==> src/rtl/pipe_pkg.sv <==
// Shared types and default widths for the pipeline stage buffer.
package pipe_pkg;

    localparam int unsigned DATA_W_DEF = 32;
    localparam int unsigned CTRL_W_DEF = 16;
    localparam int unsigned CNT_W_DEF  = 16;

    typedef enum logic [1:0] {
        EMPTY = 2'd0,
        ONE   = 2'd1,
        FULL  = 2'd2
    } state_e;

endpackage

==> src/rtl/pipe_sat_cnt.sv <==
// Saturating up-counter; advances on the falling edge while i_inc is high.
module pipe_sat_cnt
    import pipe_pkg::*;
#(
    parameter int unsigned CNT_W = CNT_W_DEF
) (
    input  logic             clk,
    input  logic             rst,
    input  logic             i_inc,
    output logic [CNT_W-1:0] o_cnt
);

    logic [CNT_W-1:0] r_cnt;

    always_ff @(negedge clk or posedge rst) begin
        if (rst) begin
            r_cnt <= '0;
        end else if (i_inc && (r_cnt != {CNT_W{1'b1}})) begin
            r_cnt <= r_cnt + CNT_W'(1);
        end
    end

    assign o_cnt = r_cnt;

endmodule

==> src/rtl/pipe_stage_buf.sv <==
// Valid/ready pipeline stage: 2-entry skid buffer (SKID=1) or 1-entry hold
// register (SKID=0), with flush, occupancy and a saturating stall counter.
module pipe_stage_buf
    import pipe_pkg::*;
#(
    parameter int unsigned DATA_W = DATA_W_DEF,
    parameter int unsigned CTRL_W = CTRL_W_DEF,
    parameter int unsigned SKID   = 1,
    parameter int unsigned CNT_W  = CNT_W_DEF
) (
    input  logic              clk,
    input  logic              rst,
    input  logic              flush,
    input  logic              in_valid,
    output logic              in_ready,
    input  logic [CTRL_W-1:0] in_ctrl,
    input  logic [DATA_W-1:0] in_data,
    output logic              out_valid,
    input  logic              out_ready,
    output logic [CTRL_W-1:0] out_ctrl,
    output logic [DATA_W-1:0] out_data,
    output logic [1:0]        occupancy,
    output logic [CNT_W-1:0]  stall_cnt
);

    state_e              r_state;
    state_e              w_state_nxt;
    logic [CTRL_W-1:0]   r_main_ctrl;
    logic [DATA_W-1:0]   r_main_data;
    logic [CTRL_W-1:0]   w_skid_ctrl;
    logic [DATA_W-1:0]   w_skid_data;
    logic                w_in_ready;
    logic                w_out_valid;
    logic [CTRL_W-1:0]   w_out_ctrl;
    logic [1:0]          w_occupancy;
    logic                w_accept;
    logic                w_drain;
    logic                w_load_main_in;
    logic                w_load_main_skid;
    logic                w_load_skid;

    assign w_accept = in_valid && w_in_ready;
    assign w_drain  = w_out_valid && out_ready;

    always_ff @(negedge clk or posedge rst) begin
        if (rst) begin
            r_state <= EMPTY;
        end else begin
            r_state <= w_state_nxt;
        end
    end

    // Next state; flush overrides any accept or drain in the same cycle.
    always_comb begin
        w_state_nxt = r_state;
        if (flush) begin
            w_state_nxt = EMPTY;
        end else begin
            case (r_state)
                EMPTY: if (w_accept) w_state_nxt = ONE;
                ONE: begin
                    if (w_accept && !w_drain) begin
                        w_state_nxt = (SKID != 0) ? FULL : ONE;
                    end else if (w_drain && !w_accept) begin
                        w_state_nxt = EMPTY;
                    end
                end
                FULL: if (w_drain) w_state_nxt = ONE;
                default: w_state_nxt = EMPTY;
            endcase
        end
    end

    // Handshake decode and datapath load enables from the held state.
    always_comb begin
        w_out_valid      = (r_state != EMPTY);
        w_in_ready       = (SKID != 0) ? (r_state != FULL)
                                       : ((r_state == EMPTY) || out_ready);
        w_out_ctrl       = w_out_valid ? r_main_ctrl : '0;
        w_occupancy      = 2'd0;
        w_load_main_in   = 1'b0;
        w_load_main_skid = 1'b0;
        w_load_skid      = 1'b0;
        case (r_state)
            ONE:     w_occupancy = 2'd1;
            FULL:    w_occupancy = 2'd2;
            default: w_occupancy = 2'd0;
        endcase
        if (!flush) begin
            case (r_state)
                EMPTY: w_load_main_in = w_accept;
                ONE: begin
                    w_load_main_in = w_accept && w_drain;
                    w_load_skid    = w_accept && !w_drain;
                end
                FULL:    w_load_main_skid = w_drain;
                default: ;
            endcase
        end
    end

    // Head register; flush clears control only, payload is left in place.
    always_ff @(negedge clk or posedge rst) begin
        if (rst) begin
            r_main_ctrl <= '0;
            r_main_data <= '0;
        end else if (flush) begin
            r_main_ctrl <= '0;
        end else if (w_load_main_in) begin
            r_main_ctrl <= in_ctrl;
            r_main_data <= in_data;
        end else if (w_load_main_skid) begin
            r_main_ctrl <= w_skid_ctrl;
            r_main_data <= w_skid_data;
        end
    end

    generate
        if (SKID != 0) begin : g_skid
            logic [CTRL_W-1:0] r_skid_ctrl;
            logic [DATA_W-1:0] r_skid_data;

            always_ff @(negedge clk or posedge rst) begin
                if (rst) begin
                    r_skid_ctrl <= '0;
                    r_skid_data <= '0;
                end else if (flush) begin
                    r_skid_ctrl <= '0;
                end else if (w_load_skid) begin
                    r_skid_ctrl <= in_ctrl;
                    r_skid_data <= in_data;
                end
            end

            assign w_skid_ctrl = r_skid_ctrl;
            assign w_skid_data = r_skid_data;
        end else begin : g_hold
            assign w_skid_ctrl = '0;
            assign w_skid_data = '0;
        end
    endgenerate

    pipe_sat_cnt #(
        .CNT_W (CNT_W)
    ) u_stall_cnt (
        .clk   (clk),
        .rst   (rst),
        .i_inc (w_out_valid && !out_ready),
        .o_cnt (stall_cnt)
    );

    assign in_ready  = w_in_ready;
    assign out_valid = w_out_valid;
    assign out_ctrl  = w_out_ctrl;
    assign out_data  = r_main_data;
    assign occupancy = w_occupancy;

endmodule

==> config.mk <==
export PLATFORM = sky130hd
export DESIGN_NAME = pipe_stage_buf
export DESIGN_NICKNAME = d
export VERILOG_FILES = /design/src/rtl/pipe_pkg.sv /design/src/rtl/pipe_sat_cnt.sv /design/src/rtl/pipe_stage_buf.sv
export SDC_FILE = /design/constraint.sdc
export NUM_CORES = 1
export LEC_CHECK = 0
export BUFFER_PORTS_ARGS = -buffer_cell sky130_fd_sc_hd__buf_2
export CAP_MARGIN = 20
export CORE_UTILIZATION = 53
export CTS_CLUSTER_SIZE = 30
export DETAILED_ROUTE_END_ITERATION = 8
export PLACE_DENSITY = 0.79
export REMOVE_ABC_BUFFERS = 1
export SLEW_MARGIN = 20
export SYNTH_ARGS = -nofsm -noshare
export SYNTH_HDL_FRONTEND = slang
export SYNTH_SLANG_ARGS = --single-unit
==> constraint.sdc <==
create_clock -name clk -period 4.7 [get_ports clk]
set_input_delay 0.705 -clock clk [delete_from_list [all_inputs] [get_ports clk]]
set_output_delay 0.705 -clock clk [all_outputs]
set_load 0.03 [all_outputs]
==> flow_metrics.env, run 1 <==
export IMPL_cts_hold_fix_buffers=0
export IMPL_setup_worst_path_start_class="flop"
export IMPL_routed_wirelength_um=11400
export IMPL_min_path_cells=1
export IMPL_clock_root_buffer="sky130_fd_sc_hd__clkbuf_8"
export IMPL_synth_ff_latch_count=114
export IMPL_cp_required_ns=3.99
export IMPL_vdd_ir_drop_worst_mv=0.303
export IMPL_synth_xor_area_share_pct=1.74
export IMPL_hold_path_class="reg -> reg"
export IMPL_cpPeakStageDelay_ns=0.49
export IMPL_crit_type="reg -> out"
export IMPL_synthesis_area_mm2=0.00504
export IMPL_grt_pass1_vias=3846
export IMPL_synth_top_family_by_area="compound AO/OA/AOI/OAI gates"
export IMPL_leakage_nw=3.22
export IMPL_timing_final_setup_violations=0
export IMPL_die_y_um=99.6
export IMPL_r2r_start="u_stall_cnt.o_cnt[0]$_DFFE_NP0P_"
export IMPL_clk_skew_ns=0.00742
export IMPL_post_layout_total_power_mw=3.08
export IMPL_worst_r2r_cell_count=5
export IMPL_relSlewSlack_pct=55.0
export IMPL_synth_largest_type_area_fraction_pct=56.6
export IMPL_count_of_pins_on_the_block_boundary=121
export IMPL_routedWlPerCell_um=16.4
export IMPL_route_vias_total=3920
export IMPL_critical_path_cell_chain="nor2_1 > buf_4 > nor2b_1 > buf_2"
export IMPL_critical_path_max_fanout=18
export IMPL_status="complete, no violations"
export IMPL_synth_cells_most_frequent="114 x sky130_fd_sc_hd__dfrtn_1, 42 x sky130_fd_sc_hd__nand2_1, 32 x sky130_fd_sc_hd__a21o_1, 32 x sky130_fd_sc_hd__a22o_1, 31 x sky130_fd_sc_hd__mux2_2"
export IMPL_yosys_most_used_dff="sky130_fd_sc_hd__dfrtn_1"
export IMPL_min_delay_worst_endpoint="out_data[30]$_DFFE_NP0P_"
export IMPL_worst_setup_path_end_kind="output port"
export IMPL_arrival_ns=3.97
export IMPL_post_synth_num_cell_types=35
export IMPL_route_detailed_vias_per_inst=5.62
export IMPL_initialDrtViolationCount=88
export IMPL_grt_max_degree=65
export IMPL_synth_compound_area_share_pct=15.1
export IMPL_timing_worst_slew_pin_value_ns=0.676
export IMPL_timing_rr_end="u_stall_cnt.o_cnt[1]$_DFFE_NP0P_"
export IMPL_dieWidth_um=99.6
export IMPL_average_footprint_of_a_synthesized_cell_um2=11.7
export IMPL_slew_violations=0
export IMPL_fp_row_count=35
export IMPL_finish_net_count=611
export IMPL_synth_enable_flop_cells=0
export IMPL_post_route_util_pct=69.7
export IMPL_gr_total_overflow=0
export IMPL_hold_path_startpoint="out_data[30]$_DFFE_NP0P_"
export IMPL_initial_utilization_pct=54.6
export IMPL_synth_most_common_cell="sky130_fd_sc_hd__dfrtn_1"
export IMPL_cts_tree="yes"
export IMPL_placed_cells=664
export IMPL_drive_gt1_share_pct=36.0
export IMPL_antenna_found_initial=0
export IMPL_dieArea_mm2=0.00991
export IMPL_final_hold_violation_count=0
export IMPL_syn2layout_area_growth_pct=27.8
export IMPL_wire_length_of_the_first_global_routing_pass_um=18500
export IMPL_clkSinkCount=114
export IMPL_core_area_mm2=0.00924
export IMPL_synth_fa_ha_area_share_pct=0.248
export IMPL_drc_errors=0
export IMPL_path_clk_slew_ns=0.04
export IMPL_layout_filler_cells=697
export IMPL_layout_cells_non_filler=698
export IMPL_r2r_slack_ns=2.63
export IMPL_place_gp_congestion=0.788
export IMPL_cts_inserted_buffers=17
export IMPL_io_buffers=120
export IMPL_yosysSeqAreaShare_pct=56.6
export IMPL_first_pass_iters=4
export IMPL_final_hold_worst_slack_ns=0.415
export IMPL_route_antenna_remaining_nets=0
export IMPL_netlist_instances=430
export IMPL_timing_max_cap_violations=0
export IMPL_synthArstFlopShare_pct=100
export IMPL_clk_latency_ns=0.44
export IMPL_synth_simple_gate_area_share_pct=12.2
export IMPL_synthTopCellsByArea="sky130_fd_sc_hd__dfrtn_1 57%, sky130_fd_sc_hd__mux2_2 6.9%, sky130_fd_sc_hd__a22o_1 5.6%"
export IMPL_yosysWarnings=0
export IMPL_cts_htree_levels=4
export IMPL_clk_path_buf_depth=2
export IMPL_n_antenna_cell=0
export IMPL_synth_largest_area_cell="sky130_fd_sc_hd__dfrtn_1"
export IMPL_post_synthesis_mux_area_share_pct=11.6
export IMPL_powerDensity_mw_per_mm2=478
export IMPL_grtUsageTotal_pct=24.1
export IMPL_hpwlAfterDp_um=7080
export IMPL_cpMaxStageDelayCell="sky130_fd_sc_hd__dfrtn_1"
## where the power goes
part | switching, mW | leakage (nW) | internal, mW | total [mW]
combinational | 0.328 | 1.48 | 0.213 | 0.541
sequential | 0.106 | 1.46 | 1.16 | 1.27
clock | 0.457 | 0.279 | 0.817 | 1.27
total | 0.891 | 3.22 | 2.19 | 3.08
## per-stage QoR
| step | setup TNS, ns | setup WS, ns | instance area, um2 |
|---|---|---|---|
| 2_1_floorplan | -236.81 | -1.69 | 4920 |
| 3_3_place_gp | 0 | 0.240 | 5830 |
| 3_5_place_dp | 0 | 0.170 | 5830 |
| 4_1_cts | 0 | 0.00272 | 6420 |
| 5_1_grt | -0.0210 | -0.0131 | 6440 |
| 6_report | 0 | 0.0288 | 6440 |
## layout make-up
cell class | count | area, um2 | area share (%)
inverter | 3 | 13.8 | 0.214
clock inverter | 13 | 161 | 2.50
multi-input combinational | 287 | 2080 | 32.3
timing repair buffer | 134 | 746 | 11.6
sequential | 114 | 2850 | 44.3
clock buffer | 18 | 428 | 6.64
tap | 129 | 161 | 2.50
## kinds of logic after synthesis
| group | count (synthesis) |
|---|---|
| fa+ha+maj | 1 |
| buf+inv | 29 |
| xor+xnor | 10 |
| simple gates | 120 |
| mux | 54 |
| flops | 114 |
| compound gates | 102 |
## routing by layer
metal | track usage [%] | wire, um | vias to the layer above
met3 | 8.01 | 710 | 11
met5 | 0 | 0 | -
li1 | - | - | 1797
met1 | 31.7 | 5140 | 1974
met2 | 37.9 | 5490 | 138
met4 | 7.81 | 89 | 0
## what timing repair did
| item | in CTS | in global routing |
|---|---|---|
| resized for setup | 0 | 2 |
| buffers inserted | 0 | 3 |
| endpoints found under the setup margin | 0 | 14 |
## how the worst max path moves through the flow
stage,from,endpoint,cells past startpoint
2_1_floorplan,flush,out_data[0]$_DFFE_NP0P_,3
3_3_place_gp,out_ready,g_skid.r_skid_data[14]$_DFFE_NP0P_,6
3_5_place_dp,out_ready,g_skid.r_skid_data[29]$_DFFE_NP0P_,6
4_1_cts,r_state[1]$_DFFE_NP0P_,out_ctrl[8],4
5_1_grt,r_state[1]$_DFFE_NP0P_,out_ctrl[1],4
6_report,r_state[1]$_DFFE_NP0P_,out_ctrl[0],4
## critical path: cells and delay by family (launching register included)
family                 cells  cell delay (ns)
AND/OR/NAND/NOR            2             0.25
buffers and inverters      2             0.43
flip-flops                 1             0.49
## placed cells by master, fill, tap and decap left out, types with 2 or more instances in the layout
master	instances
sky130_fd_sc_hd__buf_2	119
sky130_fd_sc_hd__nand2_1	42
sky130_fd_sc_hd__clkinv_4	2
sky130_fd_sc_hd__mux2_1	4
sky130_fd_sc_hd__and4_1	5
sky130_fd_sc_hd__nor2_1	22
sky130_fd_sc_hd__dfrtn_1	114
sky130_fd_sc_hd__mux2_2	31
sky130_fd_sc_hd__bufinv_16	3
sky130_fd_sc_hd__clkinvlp_4	4
sky130_fd_sc_hd__nor3b_4	2
sky130_fd_sc_hd__nor3_1	7
sky130_fd_sc_hd__clkbuf_16	16
sky130_fd_sc_hd__xnor2_1	2
sky130_fd_sc_hd__a211oi_1	16
sky130_fd_sc_hd__nor2b_1	18
sky130_fd_sc_hd__mux2i_1	19
sky130_fd_sc_hd__and2_1	3
sky130_fd_sc_hd__and2b_1	2
sky130_fd_sc_hd__clkinv_2	3
sky130_fd_sc_hd__nand4_1	4
sky130_fd_sc_hd__a21o_1	32
sky130_fd_sc_hd__nand3_1	6
sky130_fd_sc_hd__and4bb_2	2
sky130_fd_sc_hd__clkbuf_8	2
sky130_fd_sc_hd__a21oi_1	19
sky130_fd_sc_hd__a22o_1	32
sky130_fd_sc_hd__xor2_1	8
sky130_fd_sc_hd__buf_4	12
sky130_fd_sc_hd__nand2b_1	2
sky130_fd_sc_hd__buf_12	3
## registers in the layout, summed over array words and instances, names as in the netlist
name	count
g_skid.r_skid_data	32
r_main_ctrl	16
r_state	2
u_stall_cnt.o_cnt	16
out_data	32
g_skid.r_skid_ctrl	16
(Power assumes the default switching activity.)
==> run 2, diff against run 1 <==
- BUFFER_PORTS_ARGS: -buffer_cell sky130_fd_sc_hd__buf_2 -> unset
- CELL_PAD_IN_SITES_DETAIL_PLACEMENT: unset -> 1
- CELL_PAD_IN_SITES_GLOBAL_PLACEMENT: unset -> 1
- CORE_UTILIZATION: 53 -> 49
- DONT_BUFFER_PORTS: unset -> 1
- PLACE_DENSITY: 0.79 -> 0.78
==> run 2 against run 1 <==
Die area is 8.0% higher. Core utilization shrank 9.7 points. Hold slack improved by 0.021 ns. Clock skew shrank 0.0012 ns.
==> flow_metrics.env, run 2 (synthesis results as in run 1) <==
export IMPL_gr_total_overflow=0
export IMPL_place_gp_congestion=0.757
export IMPL_leakage_nw=2.76
export IMPL_routed_wirelength_um=13000
export IMPL_mostFrequentLayoutCell="sky130_fd_sc_hd__dfrtn_1"
export IMPL_route_antenna_remaining_nets=0
export IMPL_cpMaxStageDelayCell="sky130_fd_sc_hd__dfrtn_1"
export IMPL_r2r_slack_ns=2.38
export IMPL_timing_rr_end="r_main_ctrl[10]$_DFFE_NP0P_"
export IMPL_cpLargestDelayFamily="flip-flops"
export IMPL_core_area_mm2=0.00986
export IMPL_route_detailed_vias_per_inst=5.97
export IMPL_routedWlPerCell_um=21.7
export IMPL_slew_violations=0
export IMPL_grtUsageTotal_pct=25.8
export IMPL_dieArea_mm2=0.0107
export IMPL_timing_critical_path_mode_cell="sky130_fd_sc_hd__buf_4"
export IMPL_dieWidth_um=103
export IMPL_most_common_layout_cells="114 x sky130_fd_sc_hd__dfrtn_1, 42 x sky130_fd_sc_hd__nand2_1, 32 x sky130_fd_sc_hd__a22o_1, 32 x sky130_fd_sc_hd__a21o_1, 31 x sky130_fd_sc_hd__mux2_2"
export IMPL_cts_hold_fix_buffers=0
export IMPL_antenna_found_initial=0
export IMPL_critical_path_cell_count=4
export IMPL_syn2layout_area_growth_pct=17.4
export IMPL_fp_row_count=36
export IMPL_relSlewSlack_pct=50.9
export IMPL_path_clk_slew_ns=0.04
export IMPL_powerDensity_mw_per_mm2=492
export IMPL_cts_inserted_buffers=17
export IMPL_crit_type="reg -> out"
export IMPL_clk_path_buf_depth=2
export IMPL_clock_root_buffer="sky130_fd_sc_hd__clkbuf_8"
export IMPL_count_of_pins_on_the_block_boundary=121
export IMPL_first_pass_iters=4
export IMPL_cp_required_ns=3.99
export IMPL_post_route_cell_area_mm2=0.00592
export IMPL_final_hold_violation_count=0
export IMPL_dpl_cell_area_mm2=0.00537
export IMPL_arrival_ns=3.88
export IMPL_clk_latency_ns=0.45
export IMPL_initial_utilization_pct=51.1
export IMPL_finish_net_count=508
export IMPL_critical_path_cell_chain="nor2_1 > buf_4 > nor2b_2 > buf_4"
export IMPL_drive_gt1_share_pct=21.7
export IMPL_drc_errors=0
export IMPL_timing_max_cap_violations=0
export IMPL_r2r_start="r_state[1]$_DFFE_NP0P_"
export IMPL_cts_htree_levels=4
export IMPL_n_antenna_cell=0
export IMPL_vdd_ir_drop_worst_mv=0.235
export IMPL_cts_tree="yes"
export IMPL_cpPeakStageDelay_ns=0.46
export IMPL_hold_path_class="reg -> reg"
export IMPL_timing_worst_slew_pin_value_ns=0.736
export IMPL_clk_skew_ns=0.00618
export IMPL_io_buffers=0
export IMPL_worst_setup_path_endpoint="out_ctrl[14]"
export IMPL_clkSinkCount=114
export IMPL_rsz0062_at_grt="false"
export IMPL_hpwlAfterDp_um=8210
export IMPL_die_y_um=103
export IMPL_route_vias_total=3578
export IMPL_critical_path_startpoint="r_state[0]$_DFFE_NP0P_"
export IMPL_setup_worst_path_start_class="flop"
export IMPL_worst_setup_path_end_kind="output port"
export IMPL_timing_final_setup_violations=0
export IMPL_post_route_util_pct=60.0
export IMPL_grt_pass1_vias=3946
export IMPL_grt_max_degree=42
export IMPL_critical_path_max_fanout=12
export IMPL_cp_num_buf_inv=2
export IMPL_initialDrtViolationCount=50
export IMPL_wire_length_of_the_first_global_routing_pass_um=20200
export IMPL_status="complete, no violations"
export IMPL_worst_r2r_cell_count=6
==> run 2: changes by cell type in the layout (fill, tap and decap cells not counted), sizes merged <==
cell / change
clkinv: +1
clkbuf: +3
clkinvlp: -1
buf: -103
inv: -1
bufinv: -2
==> run 2: how the worst min path moves through the flow <==
stage / from / end / slack (ns) / depth (start not counted)
after floorplan: g_skid.r_skid_data[11]$_DFFE_NP0P_ / g_skid.r_skid_data[11]$_DFFE_NP0P_ / 0.42 / 1
after global placement: g_skid.r_skid_data[4]$_DFFE_NP0P_ / g_skid.r_skid_data[4]$_DFFE_NP0P_ / 0.43 / 1
after detailed placement: g_skid.r_skid_data[27]$_DFFE_NP0P_ / g_skid.r_skid_data[27]$_DFFE_NP0P_ / 0.44 / 1
after CTS: g_skid.r_skid_data[27]$_DFFE_NP0P_ / g_skid.r_skid_data[27]$_DFFE_NP0P_ / 0.44 / 1
after global routing: g_skid.r_skid_data[11]$_DFFE_NP0P_ / g_skid.r_skid_data[11]$_DFFE_NP0P_ / 0.45 / 1
final: g_skid.r_skid_data[27]$_DFFE_NP0P_ / g_skid.r_skid_data[27]$_DFFE_NP0P_ / 0.44 / 1
==> run 2: power by group <==
part	leakage [nW]	internal (mW)	total, mW	switching [mW]
Clock	0.259	0.720	1.17	0.449
Sequential	1.46	1.16	1.43	0.267
Combinational	1.04	0.160	0.316	0.157
==> run 2: metal layers <==
metal  wire, um  GRT usage [%]  vias to the layer above
met2       6720           45.4                       98
met3        995           9.54                       19
met1       5100           28.5                     1875
li1           -              -                     1586
met5          0              0                        -
met4        187           9.43                        0
==> run 2: repair_timing <==
| action | in CTS | in global routing |
|---|---|---|
| resized for setup | 0 | 1 |
| setup buffers | 2 | 0 |
| endpoints found under the setup margin | 1 | 1 |
==> run 2: stage by stage <==
step	hold slack, ns	instances	power (mW)	worst slack [ns]	setup TNS, ns
floorplan	0.420	404	1.63	-1.69	-236.81
global placement	0.428	566	1.71	0.343	0
detailed placement	0.438	566	1.75	0.231	0
CTS	0.437	599	2.93	0.0487	0
global route	0.447	599	3.02	0.0510	0
finish	0.436	599	2.91	0.115	0
==> run 2: worst register-to-register path, stage by stage, from the launching register on <==
cell                       delay [ns]
sky130_fd_sc_hd__dfrtn_1         0.46
sky130_fd_sc_hd__and2b_1         0.41
sky130_fd_sc_hd__inv_2           0.20
sky130_fd_sc_hd__nor3b_4         0.29
sky130_fd_sc_hd__buf_4           0.39
sky130_fd_sc_hd__mux2i_1         0.28
sky130_fd_sc_hd__a211oi_1        0.11
==> run 2: cell type report <==
type	instances	area, um2
inverter	3	13.8
clock inverter	10	86.3
clock buffer	21	449
fill	996	3940
multi-input combinational	287	2080
timing repair buffer	31	270
sequential	114	2850
tap	133	166
